$ cat config.mk
export PLATFORM = sky130hd
export DESIGN_NAME = shift_reg_sequencer_flat
export DESIGN_NICKNAME = d
export VERILOG_FILES = /design/src/rtl/shift_reg_sequencer_if.sv /design/src/rtl/shift_reg_sequencer.sv /design/src/flat_wrapper.sv
export SDC_FILE = /design/constraint.sdc
export NUM_CORES = 1
export LEC_CHECK = 0
export CORE_AREA = 4 4 46 48
export DETAILED_ROUTE_END_ITERATION = 8
export DIE_AREA = 0 0 50 52
export GPL_TIMING_DRIVEN = 0
export MAX_ROUTING_LAYER = met4
export PLACE_DENSITY = 0.84
export SETUP_SLACK_MARGIN = 0.02
export SYNTH_ARGS = -nofsm -noshare
export SYNTH_HDL_FRONTEND = slang
export SYNTH_SLANG_ARGS = --single-unit
$ cat constraint.sdc
create_clock -name clk -period 2.55 [get_ports clk]
set_clock_uncertainty 0.15 [all_clocks]
set_input_delay 0.3825 -clock clk [delete_from_list [all_inputs] [get_ports clk]]
set_output_delay 0.3825 -clock clk [all_outputs]
set_load 0.05 [all_outputs]
$ cat src/rtl/shift_reg_sequencer_if.sv
// Command, response, serial and register-control signals between the sequencer and its environment.
// The slave modport is the sequencer side; the master modport drives commands and owns the register.
interface shift_reg_sequencer_if #(
  parameter int W = 8
);
  logic         cmd_valid;
  logic         cmd_ready;
  logic         cmd_op;
  logic [W-1:0] cmd_data;

  logic         bit_en;
  logic         sin;
  logic         sout;
  logic         sout_valid;

  logic         rsp_valid;
  logic         rsp_ready;
  logic [W-1:0] rsp_data;

  logic         reg_clr;
  logic         reg_ld;
  logic         reg_shl;
  logic         reg_shin;
  logic [W-1:0] reg_d;
  logic [W-1:0] reg_q;

  modport master (
    output cmd_valid, cmd_op, cmd_data, bit_en, sin, rsp_ready, reg_q,
    input  cmd_ready, sout, sout_valid, rsp_valid, rsp_data,
           reg_clr, reg_ld, reg_shl, reg_shin, reg_d
  );

  modport slave (
    input  cmd_valid, cmd_op, cmd_data, bit_en, sin, rsp_ready, reg_q,
    output cmd_ready, sout, sout_valid, rsp_valid, rsp_data,
           reg_clr, reg_ld, reg_shl, reg_shin, reg_d
  );
endinterface

$ cat src/rtl/shift_reg_sequencer.sv
// Drives an external load/clear/shift-left register as a W-bit serializer (TX) or deserializer (RX).
// Outputs decode state and inputs combinationally; one command in flight, RX result held until rsp_ready.
module shift_reg_sequencer #(
  parameter int W = 8
) (
  input  logic                 clk,
  input  logic                 rstn,
  shift_reg_sequencer_if.slave bus
);
  localparam int CW = (W > 1) ? $clog2(W) : 1;
  localparam logic [CW-1:0] CNT_LAST = CW'(W - 1);

  typedef enum logic [1:0] {
    IDLE = 2'd0,
    TX   = 2'd1,
    RX   = 2'd2,
    RESP = 2'd3
  } state_t;

  state_t        state_q, state_d;
  logic [CW-1:0] cnt_q, cnt_d;

  logic         cmd_ready;
  logic         sout;
  logic         sout_valid;
  logic         rsp_valid;
  logic [W-1:0] rsp_data;
  logic         reg_clr;
  logic         reg_ld;
  logic         reg_shl;
  logic         reg_shin;
  logic [W-1:0] reg_d;

  always_comb begin
    state_d = state_q;
    cnt_d   = cnt_q;
    case (state_q)
      IDLE: begin
        if (bus.cmd_valid) begin
          state_d = bus.cmd_op ? RX : TX;
          cnt_d   = '0;
        end
      end
      TX, RX: begin
        if (bus.bit_en) begin
          if (cnt_q == CNT_LAST) begin
            state_d = (state_q == TX) ? IDLE : RESP;
            cnt_d   = '0;
          end else begin
            cnt_d = cnt_q + CW'(1);
          end
        end
      end
      RESP: begin
        if (bus.rsp_ready) begin
          state_d = IDLE;
        end
      end
      default: begin
        state_d = IDLE;
        cnt_d   = '0;
      end
    endcase
  end

  always_ff @(posedge clk) begin
    if (!rstn) begin
      state_q <= IDLE;
      cnt_q   <= '0;
    end else begin
      state_q <= state_d;
      cnt_q   <= cnt_d;
    end
  end

  // Every output is forced low while reset is held, independent of the registered state.
  always_comb begin
    cmd_ready  = 1'b0;
    sout       = 1'b0;
    sout_valid = 1'b0;
    rsp_valid  = 1'b0;
    rsp_data   = '0;
    reg_clr    = 1'b0;
    reg_ld     = 1'b0;
    reg_shl    = 1'b0;
    reg_shin   = 1'b0;
    reg_d      = '0;
    if (rstn) begin
      case (state_q)
        IDLE: begin
          cmd_ready = 1'b1;
          reg_d     = bus.cmd_data;
          reg_ld    = bus.cmd_valid && !bus.cmd_op;
          reg_clr   = bus.cmd_valid &&  bus.cmd_op;
        end
        TX: begin
          reg_shl    = bus.bit_en;
          sout       = bus.reg_q[W-1];
          sout_valid = bus.bit_en;
        end
        RX: begin
          reg_shl  = bus.bit_en;
          reg_shin = bus.sin;
        end
        RESP: begin
          rsp_valid = 1'b1;
          rsp_data  = bus.reg_q;
        end
        default: begin
          cmd_ready = 1'b0;
        end
      endcase
    end
  end

  assign bus.cmd_ready  = cmd_ready;
  assign bus.sout       = sout;
  assign bus.sout_valid = sout_valid;
  assign bus.rsp_valid  = rsp_valid;
  assign bus.rsp_data   = rsp_data;
  assign bus.reg_clr    = reg_clr;
  assign bus.reg_ld     = reg_ld;
  assign bus.reg_shl    = reg_shl;
  assign bus.reg_shin   = reg_shin;
  assign bus.reg_d      = reg_d;
endmodule

$ cat src/flat_wrapper.sv
// flat-port wrapper written by rule: the top's interface ports become plain ports
module shift_reg_sequencer_flat 
#(
  parameter int W = 8
)
  (clk, rstn, bus_cmd_valid, bus_cmd_op, bus_cmd_data, bus_bit_en, bus_sin, bus_rsp_ready, bus_reg_q, bus_cmd_ready, bus_sout, bus_sout_valid, bus_rsp_valid, bus_rsp_data, bus_reg_clr, bus_reg_ld, bus_reg_shl, bus_reg_shin, bus_reg_d);
  shift_reg_sequencer_if #(.W(W)) bus_i ();
  input  logic clk;
  input  logic rstn;
  input wire logic [$bits(bus_i.cmd_valid)-1:0] bus_cmd_valid;
  input wire logic [$bits(bus_i.cmd_op)-1:0] bus_cmd_op;
  input wire logic [$bits(bus_i.cmd_data)-1:0] bus_cmd_data;
  input wire logic [$bits(bus_i.bit_en)-1:0] bus_bit_en;
  input wire logic [$bits(bus_i.sin)-1:0] bus_sin;
  input wire logic [$bits(bus_i.rsp_ready)-1:0] bus_rsp_ready;
  input wire logic [$bits(bus_i.reg_q)-1:0] bus_reg_q;
  output wire logic [$bits(bus_i.cmd_ready)-1:0] bus_cmd_ready;
  output wire logic [$bits(bus_i.sout)-1:0] bus_sout;
  output wire logic [$bits(bus_i.sout_valid)-1:0] bus_sout_valid;
  output wire logic [$bits(bus_i.rsp_valid)-1:0] bus_rsp_valid;
  output wire logic [$bits(bus_i.rsp_data)-1:0] bus_rsp_data;
  output wire logic [$bits(bus_i.reg_clr)-1:0] bus_reg_clr;
  output wire logic [$bits(bus_i.reg_ld)-1:0] bus_reg_ld;
  output wire logic [$bits(bus_i.reg_shl)-1:0] bus_reg_shl;
  output wire logic [$bits(bus_i.reg_shin)-1:0] bus_reg_shin;
  output wire logic [$bits(bus_i.reg_d)-1:0] bus_reg_d;
  assign bus_i.cmd_valid = bus_cmd_valid;
  assign bus_i.cmd_op = bus_cmd_op;
  assign bus_i.cmd_data = bus_cmd_data;
  assign bus_i.bit_en = bus_bit_en;
  assign bus_i.sin = bus_sin;
  assign bus_i.rsp_ready = bus_rsp_ready;
  assign bus_i.reg_q = bus_reg_q;
  assign bus_cmd_ready = bus_i.cmd_ready;
  assign bus_sout = bus_i.sout;
  assign bus_sout_valid = bus_i.sout_valid;
  assign bus_rsp_valid = bus_i.rsp_valid;
  assign bus_rsp_data = bus_i.rsp_data;
  assign bus_reg_clr = bus_i.reg_clr;
  assign bus_reg_ld = bus_i.reg_ld;
  assign bus_reg_shl = bus_i.reg_shl;
  assign bus_reg_shin = bus_i.reg_shin;
  assign bus_reg_d = bus_i.reg_d;
  shift_reg_sequencer #(.W(W)) u_core (.clk(clk), .rstn(rstn), .bus(bus_i));
endmodule
==> qor.yml <==
placed_design:
  io_buffer_count: 46
  dpl_worst_slack_ns: -0.274
  gp_congestion: 0.801
  dp_hpwl_um: 1610
  place_inst: 141
hold_path:
  whs_path_depth: 2
  hold_start: "u_core.cnt_q[1]"
  hold_path_class: "reg -> reg"
  hold_path_end: "u_core.cnt_q[1]"
sta:
  fin_crit_ns: 2.47
  worst_slew_pin_slew_ns: 0.501
  final-max-slew-violation-count: 0
  maxSlewHeadroom_pct: 66.7
  finalHoldViolations: 0
  timing.fmax_ghz: 0.405
  finalCritPeriodShare_pct: 96.8
  rsz0062_at_grt: "no"
  setup_viol: 0
  fin_ws_ns: 0.0815
drt:
  firstDrtPassIters: 3
  postRouteAntennaNets: 0
  wl_per_cell_um: 13.4
  vias: 672
  drc: 0
  via_per_inst: 4.63
  drt-total-wl_um: 1940
  drt_iter0_markers: 13
flow_run:
  max_cap_viol_count: 0
clock_tree:
  cts_tree: "built"
  clockBufferDepth: 2
  ctsRootBufferMaster: "clkbuf_4"
  cts_setup_buffers: 0
  numCtsBuffers: 3
  cts.clk_slew.worst_paths_ns: 0.04
  clock_latency_ns: 0.25
  hold_buffers: 0
  cts_sinks: 5
  h-tree-depth: 1
setup_path:
  crit_path_max_fanout: 10
  path_class: "in -> out"
  r2r-start: "u_core.state_q[1]"
  r2r_cells: 5
  r2r_setup_slack_ns: 0.77
  crit_path_start_kind: "input pin"
  arrival_ns: 1.94
  endpoint_kind: "primary output"
  rr_endpoint: "u_core.state_q[0]"
  crit_required_ns: 2.02
cells_and_area:
  fin_util_pct: 59.5
  drive_above_1_share_pct: 16.7
  syn_to_final_growth_pct: 87.1
  register_area_um2: 100
  fin_nets: 152
  layout.cells.non_filler: 145
  multi_input_area_um2: 423
  antenna_cells: 0
  num-fill-cells: 174
logic_synthesis:
  synth_warnings: 0
  syn_area_per_cell_um2: 7.76
  synth_area_um2: 543
  muxShareOfSynthArea_pct: 5.76
  synth_cells: 70
  ys_seq_area_share_pct: 18.4
  yosys.area_share.simple_pct: 46.5
  synth_compound_area_share_pct: 6.68
  yosysUniqueCellTypes: 19
  synthAdderAreaFrac_pct: 18.4
  syn_nets: 101
  synth-xor-area-share_pct: 0
  synth_top_family_by_area: "simple AND/OR/NAND/NOR gates"
  ys_ff_latch: 5
outcome:
  status: "finished clean"
die:
  dieArea_um2: 2600
  start_util_pct: 31.8
  ios: 47
  core-area_um2: 1710
  num_rows: 15
  die_y_um: 52
  fp.dieW_um: 50
power_and_ir_drop:
  p_leak_nw: 0.514
  irDropWorstVdd_v: 0.000361
  powerDensity_nw_per_um2: 595
grt:
  grt_use_total_pct: 15.6
  grt_pass1_vias: 615
  grt_max_degree: 11
  grt_pass1_wl_um: 3040
  grt_antenna_before_repair: 0
  grt_overflow: 0
==> area by class of cell <==
class,count,area share [%]
timing repair buffer,46,40.5
buffer,4,1.60
tap,25,3.08
sequential,5,9.85
multi-input combinational,59,41.6
inverter,2,0.739
clock buffer,4,2.59
==> critical path, stage by stage <==
cell and delay [ns]:
clkdlybuf4s50_1 0.53, clkbuf_1 0.31, and3_1 0.21, clkdlybuf4s15_1 0.50
==> kinds of logic after synthesis <==
group | count (synthesis)
AND/OR/NAND/NOR | 44
adder cells (fa/ha/maj) | 8
buffers and inverters | 6
flip-flops | 5
AO/OA/AOI/OAI | 4
multiplexers | 3
==> flip-flops by register name, indices dropped and copies added (netlist names) <==
| signal | flops |
|---|---|
| u_core.state_q | 2 |
| u_core.cnt_q | 3 |
==> power breakdown <==
group / switching, mW / total, mW / internal, mW
combinational: 0.247 / 0.399 / 0.152
clock: 0.0355 / 0.0948 / 0.0593
sequential: 0.0159 / 0.111 / 0.0953
==> stage by stage <==
step	power [mW]	hold WS [ns]	setup TNS (ns)	instance area (µm²)
6_report	0.605	0.329	0	1020
5_1_grt	0.647	0.366	0	1020
4_1_cts	0.605	0.335	0	1040
3_5_place_dp	0.529	0.328	-4.74	1040
3_3_place_gp	0.519	0.311	-4.34	1040
2_1_floorplan	0.395	0.300	0	546
==> routing by layer <==
metal | vias to the layer above | global-route usage, % | share of wire, %
met5 | - | - | 0
met4 | 0 | 2.76 | 0
met3 | 0 | 4.01 | 4.7
met2 | 24 | 28.7 | 52
met1 | 304 | 17.1 | 43
li1 | 344 | - | -
==> synth_stat cells, drive strengths merged <==
library cell,instances,area (µm²)
nor3,1,10.0
nand2,10,37.5
clkbuf,4,15.0
nand3,1,5.00
ha,8,100
or3b,1,8.76
o211ai,1,7.51
o32ai,1,16.3
nand2b,3,18.8
dfxtp,5,100
mux2,1,11.3
mux2i,2,20.0
inv,2,7.51
o22ai,2,12.5
nor2,2,7.51
and3,21,131
nand4b,1,8.76
nor2b,2,12.5
and2,2,12.5
==> cell usage in the layout (no fill, tap or decap), drive strengths merged, types with 2 or more instances in the layout <==
master | synthesis | routed
nor2 | 2 | 2
nor2b | 2 | 2
mux2i | 2 | 2
inv | 2 | 2
clkdlybuf4s50 | 0 | 22
clkdlybuf4s15 | 0 | 13
nand2b | 3 | 3
nand2 | 10 | 10
clkbuf | 4 | 18
and2 | 2 | 2
and3 | 21 | 21
ha | 8 | 8
dfxtp | 5 | 5
o22ai | 2 | 2
==> repair_timing <==
| item | CTS | global route |
|---|---|---|
| setup endpoints to repair | 24 | 24 |
| hold endpoints to repair | 0 | 0 |
| resized for setup | 31 | 30 |
==> worst max path at each step <==
stage                 startpoint              end  slack (ns)  cells past startpoint
6_report                    rstn  bus_rsp_data[4]        0.08                      4
5_1_grt                     rstn     bus_reg_shin        0.02                      4
4_1_cts                     rstn   bus_sout_valid        0.03                      4
3_5_place_dp                rstn   bus_sout_valid       -0.27                      4
3_3_place_gp                rstn   bus_sout_valid       -0.26                      4
2_1_floorplan  u_core.state_q[0]       bus_reg_ld        0.16                      6
No activity file was read; power rests on OpenSTA's default activity.
==> RTL change 1: new RTL, same settings <==
`W` is set to 8 in 3 places; all go to 4.
--- a/src/rtl/shift_reg_sequencer_if.sv
+++ b/src/rtl/shift_reg_sequencer_if.sv
@@ -3,3 +3,3 @@
 interface shift_reg_sequencer_if #(
-  parameter int W = 8
+  parameter int W = 4
 );
--- a/src/rtl/shift_reg_sequencer.sv
+++ b/src/rtl/shift_reg_sequencer.sv
@@ -3,3 +3,3 @@
 module shift_reg_sequencer #(
-  parameter int W = 8
+  parameter int W = 4
 ) (
--- a/src/flat_wrapper.sv
+++ b/src/flat_wrapper.sv
@@ -3,3 +3,3 @@
 #(
-  parameter int W = 8
+  parameter int W = 4
 )
Interface: changed (resized bus_cmd_data, bus_reg_d, bus_reg_q and bus_rsp_data); port bits go from 47 to 31. No check against the original RTL was run, so the function may have changed too.
==> RTL change 1 against the original RTL <==
Hold slack worse by 0.015 ns; critical path type unchanged; synthesized area decreased by 23%; worst setup slack gained 0.013 ns; highest routed layer unchanged; sequential cell count fell by 1; routed wire length shrank 36%; cell area fell by 27%; total power is 12% higher; cell count fell by 24%.
==> RTL change 1: results (changes against the original RTL) <==
critical_path:
  reg2regPathDepth: 4  # -1
  reg2reg_slack_ns: 0.80  # +0.03 ns
  cp_data_arrival_time_ns: 1.92  # -0.02 ns
  r2r_start: "u_core.state_q[0]"
power:
  clock_power_share_pct: 10.9  # -4.8 points
  peakVddDrop_uv: 303  # -16%
  seq_power_share_pct: 16.0  # -2.4 points
cells_and_area:
  top_regs: "u_core.cnt_q (2), u_core.state_q (2)"
  fin_cells: 110  # -24%
  layout-drive-gt1-share_pct: 17.6  # +0.98 points
drt:
  dr.pass1.iters: 4  # +1
  drt_iter0_markers: 3  # -10
  routed_wl_um: 1240  # -36%
  avgViaCountPerCell: 4.52  # -2.5%
grt:
  grt_use_total_pct: 10.2  # -5.4 points
  grt_pass1_wl_um: 1950  # -36%
  grt_pass1_vias: 467  # -24%
cts:
  clk_latency_ns: 0.23  # -0.02 ns
outcome:
  status: "finished, final reports clean"
logic_synthesis:
  synthDistinctLibCells: 20  # +1
  ys_top_cells_by_area: "dfxtp_1 (19%), and3_1 (18%), ha_1 (18%)"
  synth-compound-area-share_pct: 7.16  # +0.48 points
  synth_fa_ha_area_share_pct: 17.9  # -0.52 points
placed_design:
  place_area_um2: 756  # -27%
  dpl.hpwl_um: 1070  # -34%
  gp_congestion: 0.793  # -1.1%
sta:
  worst_pin_slew_ns: 0.492  # -0.00889 ns
[RTL change 1: cell count changes in the layout (fill, tap and decap cells not counted), moves of 2 or more]
cell / change
and3_1: -9
clkdlybuf4s50_1: -7
clkbuf_2: -5
clkdlybuf4s15_1: -5
nand2_1: -3
nand2b_1: -3
clkbuf_1: -2
clkdlybuf4s15_2: -2
dlygate4sd2_1: +2
ha_1: -2
mux2i_1: +2
o22ai_1: -2
[RTL change 1: layout make-up]
cell class / instances / area, um^2
plain buffers: 3 / 12.5
repair buffers: 30 / 267
well taps: 25 / 31.3
flip-flops and latches: 4 / 80.1
inverters: 4 / 15.0
fillers: 177 / 963
clock buffers: 3 / 22.5
multi-input cells: 41 / 317
[RTL change 1: worst max path at each step]
stage | from | to | slack [ns] | cells after the start
after global routing | rstn | bus_reg_d[3] | 0.02 | 4
after global placement | rstn | bus_rsp_data[1] | -0.20 | 4
final | rstn | bus_reg_d[3] | 0.09 | 4
after detailed placement | rstn | bus_rsp_data[1] | -0.23 | 4
after CTS | rstn | bus_rsp_data[1] | 0.04 | 4
after floorplan | u_core.state_q[0] | bus_reg_ld | 0.25 | 4
[RTL change 1: stage by stage]
stage / total power [mW] / hold WS [ns]
after global placement: 0.613 / 0.298
after detailed placement: 0.629 / 0.318
after CTS: 0.685 / 0.322
after global routing: 0.729 / 0.355
final: 0.676 / 0.314
after floorplan: 0.483 / 0.288
[RTL change 1: what timing repair did]
item,CTS,global route
endpoints found under the setup margin,15,12
endpoints found under the hold margin,0,0
pin swaps,0,0
resized for setup,15,18
gates cloned,0,0
[RTL change 1: metal layers]
metal	routed length, um	global-route usage, %	part of all wire (%)
met1	459	8.39	37
met2	615	17.6	50
met3	160	4.87	13
met4	0	8.29	0
met5	0	-	0
==> RTL change 2: new RTL, same settings <==
Without the edit above. The 4 states of `state_t` get a one-hot encoding in 4 bits.
--- a/src/rtl/shift_reg_sequencer.sv
+++ b/src/rtl/shift_reg_sequencer.sv
@@ -12,7 +12,7 @@
 
-  typedef enum logic [1:0] {
-    IDLE = 2'd0,
-    TX   = 2'd1,
-    RX   = 2'd2,
-    RESP = 2'd3
+  typedef enum logic [3:0] {
+    IDLE = 4'b0001,
+    TX   = 4'b0010,
+    RX   = 4'b0100,
+    RESP = 4'b1000
   } state_t;
Function: same outputs for any inputs over 10 cycles, from zero or initial values and one cycle with rstn low; not proved beyond that.
==> RTL change 2 against the original RTL <==
Combinational power fell by 49%; non-clock buffer count did not move; via count rose by 20%; synthesized cell count rose by 19%; worst setup slack improved by 0.029 ns; cell area rose by 16%; total power fell by 28%; sequential cell count rose by 2; routed wire length rose by 17%; synthesized area rose by 18%; critical path type is now register to output pin; critical endpoint is now bus_reg_clr.
==> RTL change 2: results (changes against the original RTL) <==
logic_synthesis:
  synth_fa_ha_area_share_pct: 3.92  # -15 points
  ys_top_cells_by_area: "dfxtp_1 (22%), and2_1 (17%), or4b_1 (7.8%)"
  synth_mux_area_share_pct: 4.71  # -1.1 points
  synthDistinctLibCells: 27  # +8
  synth_xor_area_share_pct: 0  # unchanged
  synth_seq_area_share_pct: 22.0  # +3.5 points
  synth-async-reset-ratio_pct: 0  # unchanged
  ys_warn_count: 0  # unchanged
  synth_commonest_cells: "and2_1 (17), nand2_1 (9), dfxtp_1 (7)"
  syn_nets: 108  # +6.9%
  synth-compound-area-share_pct: 11.8  # +5.1 points
  synth-main-ff-cell: "dfxtp_1"
outcome:
  status: "finished, final reports clean"
power:
  p_leak_nw: 0.518  # +0.72%
  power_sequential_mw: 0.126  # +14%
  peakVddDrop_uv: 250  # -31%
  p_int_mw: 0.261  # -15%
  clk-power_mw: 0.103  # +9%
drt:
  wl_met3_um: 73  # -20%
  dr_total_vias: 808  # +20%
  top_layer_used: "met4"
  wl_met2_um: 1280  # +27%
  wire_per_inst_um: 14.2  # +6.5%
  drt_iter0_markers: 22  # +9
  ant_nets: 0  # unchanged
  wl_met1_um: 893  # +6.2%
  dr.pass1.iters: 4  # +1
grt:
  antenna_found_initial: 0  # unchanged
  grt_use_total_pct: 18.0  # +2.4 points
  grt_max_degree: 11  # unchanged
  grt_pass1_wl_um: 3520  # +16%
  grt_pass1_vias: 761  # +24%
placed_design:
  port_buffers: 46  # unchanged
  gp_congestion: 0.858  # +7.1%
  place_area_um2: 1130  # +9.2%
  dpl.hpwl_um: 1780  # +10%
cts:
  post_cts_buffers: 0  # unchanged
  clk_pin_slew_ns: 0.05
  clk_latency_ns: 0.25  # about the same
  clockRootBuffer: "clkbuf_4"
  cts.path.max_buffers: 2  # unchanged
  numCtsBuffers: 3  # unchanged
  htreeDepth: 1  # unchanged
critical_path:
  cpMaxStageDelayCell: "or4b_4"
  cp_data_arrival_time_ns: 1.91  # -0.03 ns
  cp_max_fo: 6  # -4
  cp_top_family: "simple AND/OR/NAND/NOR gates"
  slowest_delay_ns: 0.57  # +0.04 ns
sta:
  worst_pin_slew_ns: 0.496  # -0.00542 ns
  setup_viol: 0  # unchanged
cells_and_area:
  diodes: 0  # unchanged
  layout-drive-gt1-share_pct: 26.9  # +10 points
  top_regs: "u_core.state_q (4), u_core.cnt_q (3)"
  nets: 160  # +5.3%
worst_hold_path:
  holdCritPathClass: "register to register"
[RTL change 2: changes by cell type after synthesis, sizes merged, moves of 3 or more]
cell / unedited run / this run
and3: 21 / 4
and2: 2 / 17
ha: 8 / 2
or4b: 0 / 5
nor2: 2 / 6
nor4b: 0 / 4
buf: 0 / 3
clkbuf: 4 / 1
[RTL change 2: worst paths after layout]
path                                         to  slack (ns)               from  cells after the start
worst max-delay path                bus_reg_clr        0.11  u_core.state_q[2]                      4
worst min-delay path            u_core.cnt_q[1]        0.33    u_core.cnt_q[1]                      2
worst min register to register  u_core.cnt_q[1]        0.33    u_core.cnt_q[1]                      2
worst max register to register  u_core.cnt_q[1]        0.63  u_core.state_q[1]                      5
[RTL change 2: stage by stage]
step	setup TNS (ns)	setup slack [ns]	utilization [%]	power, mW	instances
floorplan	0	0.0248	-	0.246	83
global placement	-8.47	-0.491	66.3	0.326	154
detailed placement	-8.89	-0.496	66.3	0.329	154
CTS	0	0.0226	66.6	0.424	158
global route	0	0.00695	68.9	0.457	159
finish	0	0.111	68.9	0.434	159
[RTL change 2: repair_timing]
item | 4_1_cts | 5_1_grt
setup endpoints to repair | 24 | 24
hold buffers | 0 | 0
pin swaps | 0 | 1
endpoints found under the hold margin | 0 | 0
gates resized for setup | 88 | 11
cloned | 0 | 1
[RTL change 2: layout make-up]
| cell class | count | area [um^2] |
|---|---|---|
| repair buffers | 46 | 428 |
| clock buffers | 4 | 26.3 |
| well taps | 25 | 31.3 |
| fillers | 140 | 532 |
| flip-flops and latches | 7 | 144 |
| inverters | 1 | 3.75 |
| plain buffers | 4 | 22.5 |
| multi-input cells | 72 | 520 |
[RTL change 2: per-layer routing]
metal | global-route usage, % | up-vias
met1 | 18.5 | 392
met5 | - | -
met4 | 1.38 | 0
li1 | - | 403
met2 | 34.8 | 8
met3 | 5.44 | 5
